[config.mk]
export PLATFORM = sky130hd
export DESIGN_NAME = krnl_partialknn_local_sp_stager
export DESIGN_NICKNAME = d
export VERILOG_FILES = /design/src/rtl/krnl_partialknn_local_sp_stager.sv
export SDC_FILE = /design/constraint.sdc
export NUM_CORES = 2
export LEC_CHECK = 0
export ABC_CLOCK_PERIOD_IN_PS = 117200
export BUFFER_PORTS_ARGS = -buffer_cell sky130_fd_sc_hd__buf_2
export CAP_MARGIN = 15
export CORE_AREA = 10 10 402 404
export CTS_BUF_LIST = sky130_fd_sc_hd__clkbuf_2 sky130_fd_sc_hd__clkbuf_4 sky130_fd_sc_hd__clkbuf_8
export CTS_CLUSTER_DIAMETER = 120
export DETAILED_ROUTE_END_ITERATION = 8
export DIE_AREA = 0 0 412 414
export SLEW_MARGIN = 20
export SYNTH_ARGS = -nofsm -noshare
export SYNTH_HDL_FRONTEND = slang
export SYNTH_SLANG_ARGS = --single-unit
[constraint.sdc]
create_clock -name clk -period 117.2 [get_ports clk]
set_input_delay 23.44 -clock clk [delete_from_list [all_inputs] [get_ports clk]]
set_output_delay 23.44 -clock clk [all_outputs]
set_load 0.03 [all_outputs]
[src/rtl/krnl_partialknn_local_sp_stager.sv]
// Local scratchpad stager: FILL writes an input burst into a single-port URAM, and DRAIN
// streams it back out in order. A small credit-managed skid FIFO absorbs the read latency.
module krnl_partialknn_local_sp_stager #(
  parameter int DATA_WIDTH  = 256,
  parameter int ADDR_RANGE  = 2048,
  parameter int ADDR_WIDTH  = 11,
  parameter int MEM_LATENCY = 1,
  parameter int SKID_DEPTH  = MEM_LATENCY + 2
) (
  input  logic                  clk,
  input  logic                  reset,
  input  logic                  start,
  input  logic [ADDR_WIDTH:0]   num_words,
  input  logic                  in_valid,
  output logic                  in_ready,
  input  logic [DATA_WIDTH-1:0] in_data,
  output logic                  out_valid,
  input  logic                  out_ready,
  output logic [DATA_WIDTH-1:0] out_data,
  output logic                  busy,
  output logic                  done,
  output logic [ADDR_WIDTH-1:0] mem_address0,
  output logic                  mem_ce0,
  output logic                  mem_we0,
  output logic [DATA_WIDTH-1:0] mem_d0,
  input  logic [DATA_WIDTH-1:0] mem_q0
);

  localparam int LW = ADDR_WIDTH + 1;
  localparam int PW = $clog2(SKID_DEPTH);
  localparam int CW = $clog2(SKID_DEPTH + 1);
  localparam int IW = $clog2(MEM_LATENCY + 1);
  localparam int SW = $clog2(SKID_DEPTH + MEM_LATENCY + 1);

  typedef enum logic [1:0] {S_IDLE, S_FILL, S_DRAIN, S_DONE} state_t;

  state_t                                 state_q, state_d;
  logic [LW-1:0]                          len_q, len_d;
  logic [LW-1:0]                          wr_cnt_q, wr_cnt_d;
  logic                                   wr_pend_q, wr_pend_d;
  logic [ADDR_WIDTH-1:0]                  wr_addr_q, wr_addr_d;
  logic [DATA_WIDTH-1:0]                  wr_data_q, wr_data_d;
  logic [LW-1:0]                          rd_addr_q, rd_addr_d;
  logic [LW-1:0]                          out_cnt_q, out_cnt_d;
  logic [MEM_LATENCY-1:0]                 vld_pipe_q, vld_pipe_d;
  logic [SKID_DEPTH-1:0][DATA_WIDTH-1:0]  fifo_mem_q, fifo_mem_d;
  logic [PW-1:0]                          fifo_wp_q, fifo_wp_d;
  logic [PW-1:0]                          fifo_rp_q, fifo_rp_d;
  logic [CW-1:0]                          fifo_cnt_q, fifo_cnt_d;

  logic [LW-1:0] len_clamped;
  logic [IW-1:0] inflight;
  logic          in_acc, rd_issue, push, pop;

  assign len_clamped = (num_words > LW'(ADDR_RANGE)) ? LW'(ADDR_RANGE) : num_words;

  always_comb begin
    inflight = '0;
    for (int i = 0; i < MEM_LATENCY; i++) inflight = inflight + IW'(vld_pipe_q[i]);
  end

  // A read is only issued if its data is guaranteed a FIFO slot when it lands.
  assign in_ready  = (state_q == S_FILL) && (wr_cnt_q < len_q);
  assign in_acc    = in_valid && in_ready;
  assign rd_issue  = (state_q == S_DRAIN) && (rd_addr_q < len_q) &&
                     ((SW'(inflight) + SW'(fifo_cnt_q)) < SW'(SKID_DEPTH));
  assign push      = vld_pipe_q[MEM_LATENCY-1];
  assign out_valid = (fifo_cnt_q != '0);
  assign pop       = out_valid && out_ready;
  assign out_data  = out_valid ? fifo_mem_q[fifo_rp_q] : '0;

  assign busy         = (state_q == S_FILL) || (state_q == S_DRAIN);
  assign done         = (state_q == S_DONE);
  assign mem_ce0      = wr_pend_q || rd_issue;
  assign mem_we0      = wr_pend_q;
  assign mem_address0 = wr_pend_q ? wr_addr_q : rd_addr_q[ADDR_WIDTH-1:0];
  assign mem_d0       = wr_data_q;

  always_comb begin
    state_d   = state_q;
    len_d     = len_q;
    wr_cnt_d  = wr_cnt_q;
    rd_addr_d = rd_addr_q;
    out_cnt_d = out_cnt_q;
    wr_pend_d = in_acc;
    wr_addr_d = wr_addr_q;
    wr_data_d = wr_data_q;
    if (in_acc) begin
      wr_addr_d = wr_cnt_q[ADDR_WIDTH-1:0];
      wr_data_d = in_data;
    end
    unique case (state_q)
      S_IDLE: begin
        if (start) begin
          len_d     = len_clamped;
          wr_cnt_d  = '0;
          rd_addr_d = '0;
          out_cnt_d = '0;
          state_d   = (len_clamped == '0) ? S_DONE : S_FILL;
        end
      end
      S_FILL: begin
        if (in_acc) wr_cnt_d = wr_cnt_q + 1'b1;
        // wr_cnt reaching len means the final write is on the port this cycle
        if (wr_cnt_q == len_q) state_d = S_DRAIN;
      end
      S_DRAIN: begin
        if (rd_issue) rd_addr_d = rd_addr_q + 1'b1;
        if (pop) begin
          out_cnt_d = out_cnt_q + 1'b1;
          if (out_cnt_q + 1'b1 == len_q) state_d = S_DONE;
        end
      end
      S_DONE:  state_d = S_IDLE;
      default: state_d = S_IDLE;
    endcase
  end

  always_comb begin
    vld_pipe_d    = '0;
    vld_pipe_d[0] = rd_issue;
    for (int i = 1; i < MEM_LATENCY; i++) vld_pipe_d[i] = vld_pipe_q[i-1];
  end

  always_comb begin
    fifo_mem_d = fifo_mem_q;
    fifo_wp_d  = fifo_wp_q;
    fifo_rp_d  = fifo_rp_q;
    fifo_cnt_d = fifo_cnt_q;
    if (push) begin
      fifo_mem_d[fifo_wp_q] = mem_q0;
      fifo_wp_d = (fifo_wp_q == PW'(SKID_DEPTH - 1)) ? '0 : fifo_wp_q + 1'b1;
    end
    if (pop) fifo_rp_d = (fifo_rp_q == PW'(SKID_DEPTH - 1)) ? '0 : fifo_rp_q + 1'b1;
    unique case ({push, pop})
      2'b10:   fifo_cnt_d = fifo_cnt_q + 1'b1;
      2'b01:   fifo_cnt_d = fifo_cnt_q - 1'b1;
      default: fifo_cnt_d = fifo_cnt_q;
    endcase
  end

  always_ff @(posedge clk or posedge reset) begin
    if (reset) begin
      state_q    <= S_IDLE;
      len_q      <= '0;
      wr_cnt_q   <= '0;
      wr_pend_q  <= 1'b0;
      wr_addr_q  <= '0;
      wr_data_q  <= '0;
      rd_addr_q  <= '0;
      out_cnt_q  <= '0;
      vld_pipe_q <= '0;
      fifo_mem_q <= '0;
      fifo_wp_q  <= '0;
      fifo_rp_q  <= '0;
      fifo_cnt_q <= '0;
    end else begin
      state_q    <= state_d;
      len_q      <= len_d;
      wr_cnt_q   <= wr_cnt_d;
      wr_pend_q  <= wr_pend_d;
      wr_addr_q  <= wr_addr_d;
      wr_data_q  <= wr_data_d;
      rd_addr_q  <= rd_addr_d;
      out_cnt_q  <= out_cnt_d;
      vld_pipe_q <= vld_pipe_d;
      fifo_mem_q <= fifo_mem_d;
      fifo_wp_q  <= fifo_wp_d;
      fifo_rp_q  <= fifo_rp_d;
      fifo_cnt_q <= fifo_cnt_d;
    end
  end

endmodule

==> summary.md <==
| Metric | Value |
|---|---|
| First-pass GRT wire length | 250 mm |
| Chip height | 414 um |
| Crit path required time | 93760 ps |
| Commonest non-fill, non-tap cells in the layout | dfrtp_1, buf_2, nand2_1, mux2_2, nor2_1 |
| CTS Buf Count | 189 |
| Core box area | 153000 um2 |
| Die span in x | 412 um |
| Area of the multi-input gates | 19900 um2 |
| Relative slew slack | 19.6% |
| Slowest stage cell, crit path | buf_4 |
| DRC violations left | 0 |
| Clk pwr share | 18.8% |
| Reg area | 27400 um2 |
| Num ports | 1058 |
| Vias in the first global route | 38085 |
| Sequential share of power | 33.3% |
| Pint | 1.10 mW |
| Worst-path cell chain | buf_4 -> buf_4 -> buf_4 -> mux2i_1 -> nor2_1 -> a21oi_1 -> nor2_1 -> buf_2 |
| Worst EP arrival | 5120 ps |
| Hold crit path type | flip-flop to flip-flop |
| Number of port buffers | 1057 |
| DRT iter0 DRCs | 2399 |
| Clock Tree Buf Depth | 3 |
| Crit end category | primary output |
| CTS Sinks | 1093 |
| Row cnt | 144 |
| Root Driver | clkbuf_8 |
| Area grow syn2layout | 23.4% |
| Synth Cell Area | 48500 um2 |
| Syn_nets | 4882 |
| Drt pass-1 iters | 8 |
| Crit path max fanout | 49 |
| Gpl congestion | 0.897 |
| Fmax | 35.0 MHz |
| Endpoints failing setup | 0 |
| Mapped Cells | 4318 |
| Tcrit/Tclk final | 24.4% |
| Initial antenna violation count | 105 |
| Post-CTS sizing | 0 |
| Status | complete, no violations |
| Via count | 36578 |
| Synth Warn # | 0 |
| Most common cell on crit path | buf_4 |
| Setup Skew | 67.6 ps |
| Post-CTS Setup Inserts | 0 |
| Largest net degree at the start of global routing | 181 |
| Minimum clock period | 28560 ps |
| P per Cell Area | 33.3 nW/um2 |
| RSZ-0062 raised after global routing | no |
| Worst path max stage delay | 850 ps |
| Wire per inst | 22.4 um |
| Max_cap viols | 0 |
| Initial core utilization | 31.6% |
| Post-synth EDFFs | 0 |
| Syn_area_per_cell | 11.2 um2 |
| Hold Violations, Final | 0 |
| Max Slew Vio Count | 0 |
| ANT nets after route | 0 |
| Crit Path Class | flip-flop to primary output |
| Quantity of hold-fixing buffers added after cts | 0 |
| Clock Pin Slew Worst Setup and Hold Paths | 60 ps |
| Register area share after synthesis | 56.4% |
| Drt via density | 4.83 |
| Final nets | 5904 |
| Most common cell after layout, fill and taps aside | dfrtp_1 |
| # H-tree levels | 4 |
| Unique cell type count in the Yosys netlist | 57 |
| Comb power frac | 48.0% |
| Total negative slack | 0 ps |
| Clk_lat worst skew | 940 ps |
| Total GRT Usage | 19.1% |
| Main flop type after synthesis | dfrtp_1 |
| Layout cells sized above 1 | 41.0% |
| Post-synth ARST share | 100% |
| Total die area | 171000 um2 |
| Placed cell areas | 55600 um2 |
| Sw frac | 44.8% |
| Worst slew pin tran | 1210 ps |
| Post-Route WL | 170 mm |
| CTS tree | done |
| Cell area after layout | 59800 um2 |
| Worst setup SP type | flip-flop |
| Net switching power of the design | 894 uW |
| Lkg Pwr | 29.1 nW |
| Worst IR Drop VDD | 0.0290 mV |
| Global route overflow | 0 |
| Synthesized flop and latch total | 1093 |
| Dpl hpwl | 122 mm |
| # fillers | 15155 |
registers in the layout, summed over array words and instances, names as in the netlist, 2 cells and up:
register and cells:
fifo_mem_q 768, mem_d0 256, len_q 12, out_cnt_q 12
rd_addr_q 12, wr_cnt_q 12, wr_addr_q 11, fifo_cnt_q 2
fifo_rp_q 2, fifo_wp_q 2, state_q 2
Yosys cell counts (2+ instances only):
cell type	instances	share of area, %
a2111oi_2	2	0.062
a211oi_1	4	0.062
a21o_1	7	0.11
a21oi_1	281	2.9
a21oi_2	2	0.036
a22o_1	10	0.18
a22oi_1	2	0.031
and3_1	2	0.026
buf_1	21	0.16
buf_2	120	1.2
buf_4	2	0.031
buf_6	4	0.093
clkbuf_1	122	0.94
dfrtp_1	1093	56
ha_1	35	0.90
inv_1	22	0.17
inv_2	2	0.015
mux2_2	781	18
mux2i_1	262	5.4
nand2_1	846	6.5
nand2b_1	10	0.13
nand3_1	12	0.12
nand4_1	11	0.14
nand4b_1	2	0.036
nor2_1	545	4.2
nor2b_1	3	0.039
nor3_1	9	0.093
nor3_2	3	0.062
nor4_1	6	0.077
o211ai_1	3	0.046
o21a_1	3	0.046
o21ai_0	23	0.24
o221ai_1	2	0.036
o22ai_1	2	0.026
o31ai_1	6	0.093
o41ai_1	2	0.036
or3_1	4	0.052
xnor2_1	27	0.49
xor2_1	7	0.13
path summary, 6_finish.rpt:
path | depth (start not counted) | start | to | slack [ps]
max | 8 | fifo_rp_q[1] | out_data[136] | 88640
min | 2 | mem_d0[39] | mem_d0[39] | 470
max reg2reg | 8 | push | fifo_mem_q[124] | 112060
min reg2reg | 2 | mem_d0[39] | mem_d0[39] | 470
max in group asynchronous | 7 | reset | mem_d0[24] | 90170
min in group asynchronous | 2 | reset | fifo_mem_q[565] | 22660
critical path: cells and delay by family, from the launching register on:
family | cells | cell delay [ps]
AOI/OAI and AO/OA | 1 | 430
buffers and inverters | 4 | 2470
DFF | 1 | 830
muxes | 1 | 270
and+or+nand+nor | 2 | 130
cell type report:
| cell class | count | area share (%) |
|---|---|---|
| multi-input combinational | 2932 | 33.2 |
| sequential | 1093 | 45.7 |
| tap | 2044 | 4.27 |
| clock inverter | 32 | 0.646 |
| timing repair buffer | 1100 | 9.49 |
| inverter | 24 | 0.176 |
| clock buffer | 304 | 6.26 |
| antenna | 46 | 0.192 |
through the flow:
| stage | cells | worst slack (ps) | hold slack (ps) | util (%) | power (mW) |
|---|---|---|---|---|---|
| final | 7575 | 88640 | 469 | 39.0 | 1.99 |
| after global routing | 7560 | 88340 | 481 | 39.0 | 2.12 |
| after CTS | 7529 | 88480 | 471 | 39.0 | 2.02 |
| after detailed placement | 7193 | 89040 | 457 | 36.3 | 1.64 |
| after global placement | 7193 | 89030 | 453 | 36.3 | 1.62 |
| after floorplan | 4318 | 62990 | 440 | - | 1.32 |
layer usage:
metal / track usage [%] / share of wire, % / vias to the layer above
li1: - / - / 16623
met1: 21.6 / 38 / 18327
met2: 32.5 / 50 / 1168
met3: 6.62 / 8.0 / 366
met4: 8.16 / 3.9 / 94
met5: 0 / 0.35 / -
kinds of logic (layout without fill, tap and decap cells):
| kind of cell | count (synthesis) | in the layout | share of synthesized area (%) |
|---|---|---|---|
| other | 0 | 46 | 0 |
| AOI/OAI and AO/OA | 358 | 358 | 4.12 |
| muxes | 1043 | 1043 | 23.5 |
| DFF | 1093 | 1093 | 56.4 |
| xor gates and xnor gates | 34 | 34 | 0.614 |
| and+or+nand+nor | 1462 | 1462 | 11.8 |
| adders and majority gates | 35 | 35 | 0.903 |
| buffers and inverters | 293 | 1460 | 2.66 |
power groups by stage:
| stage | Combinational, mW | Clock [mW] | Sequential, mW |
|---|---|---|---|
| floorplan | 0.600 | 0 | 0.725 |
| global placement | 0.959 | 0 | 0.661 |
| detailed placement | 0.969 | 0 | 0.668 |
| CTS | 0.972 | 0.386 | 0.663 |
| global route | 1.03 | 0.406 | 0.686 |
| finish | 0.956 | 0.375 | 0.663 |
Note: power is estimated with default switching activity, not from simulation.
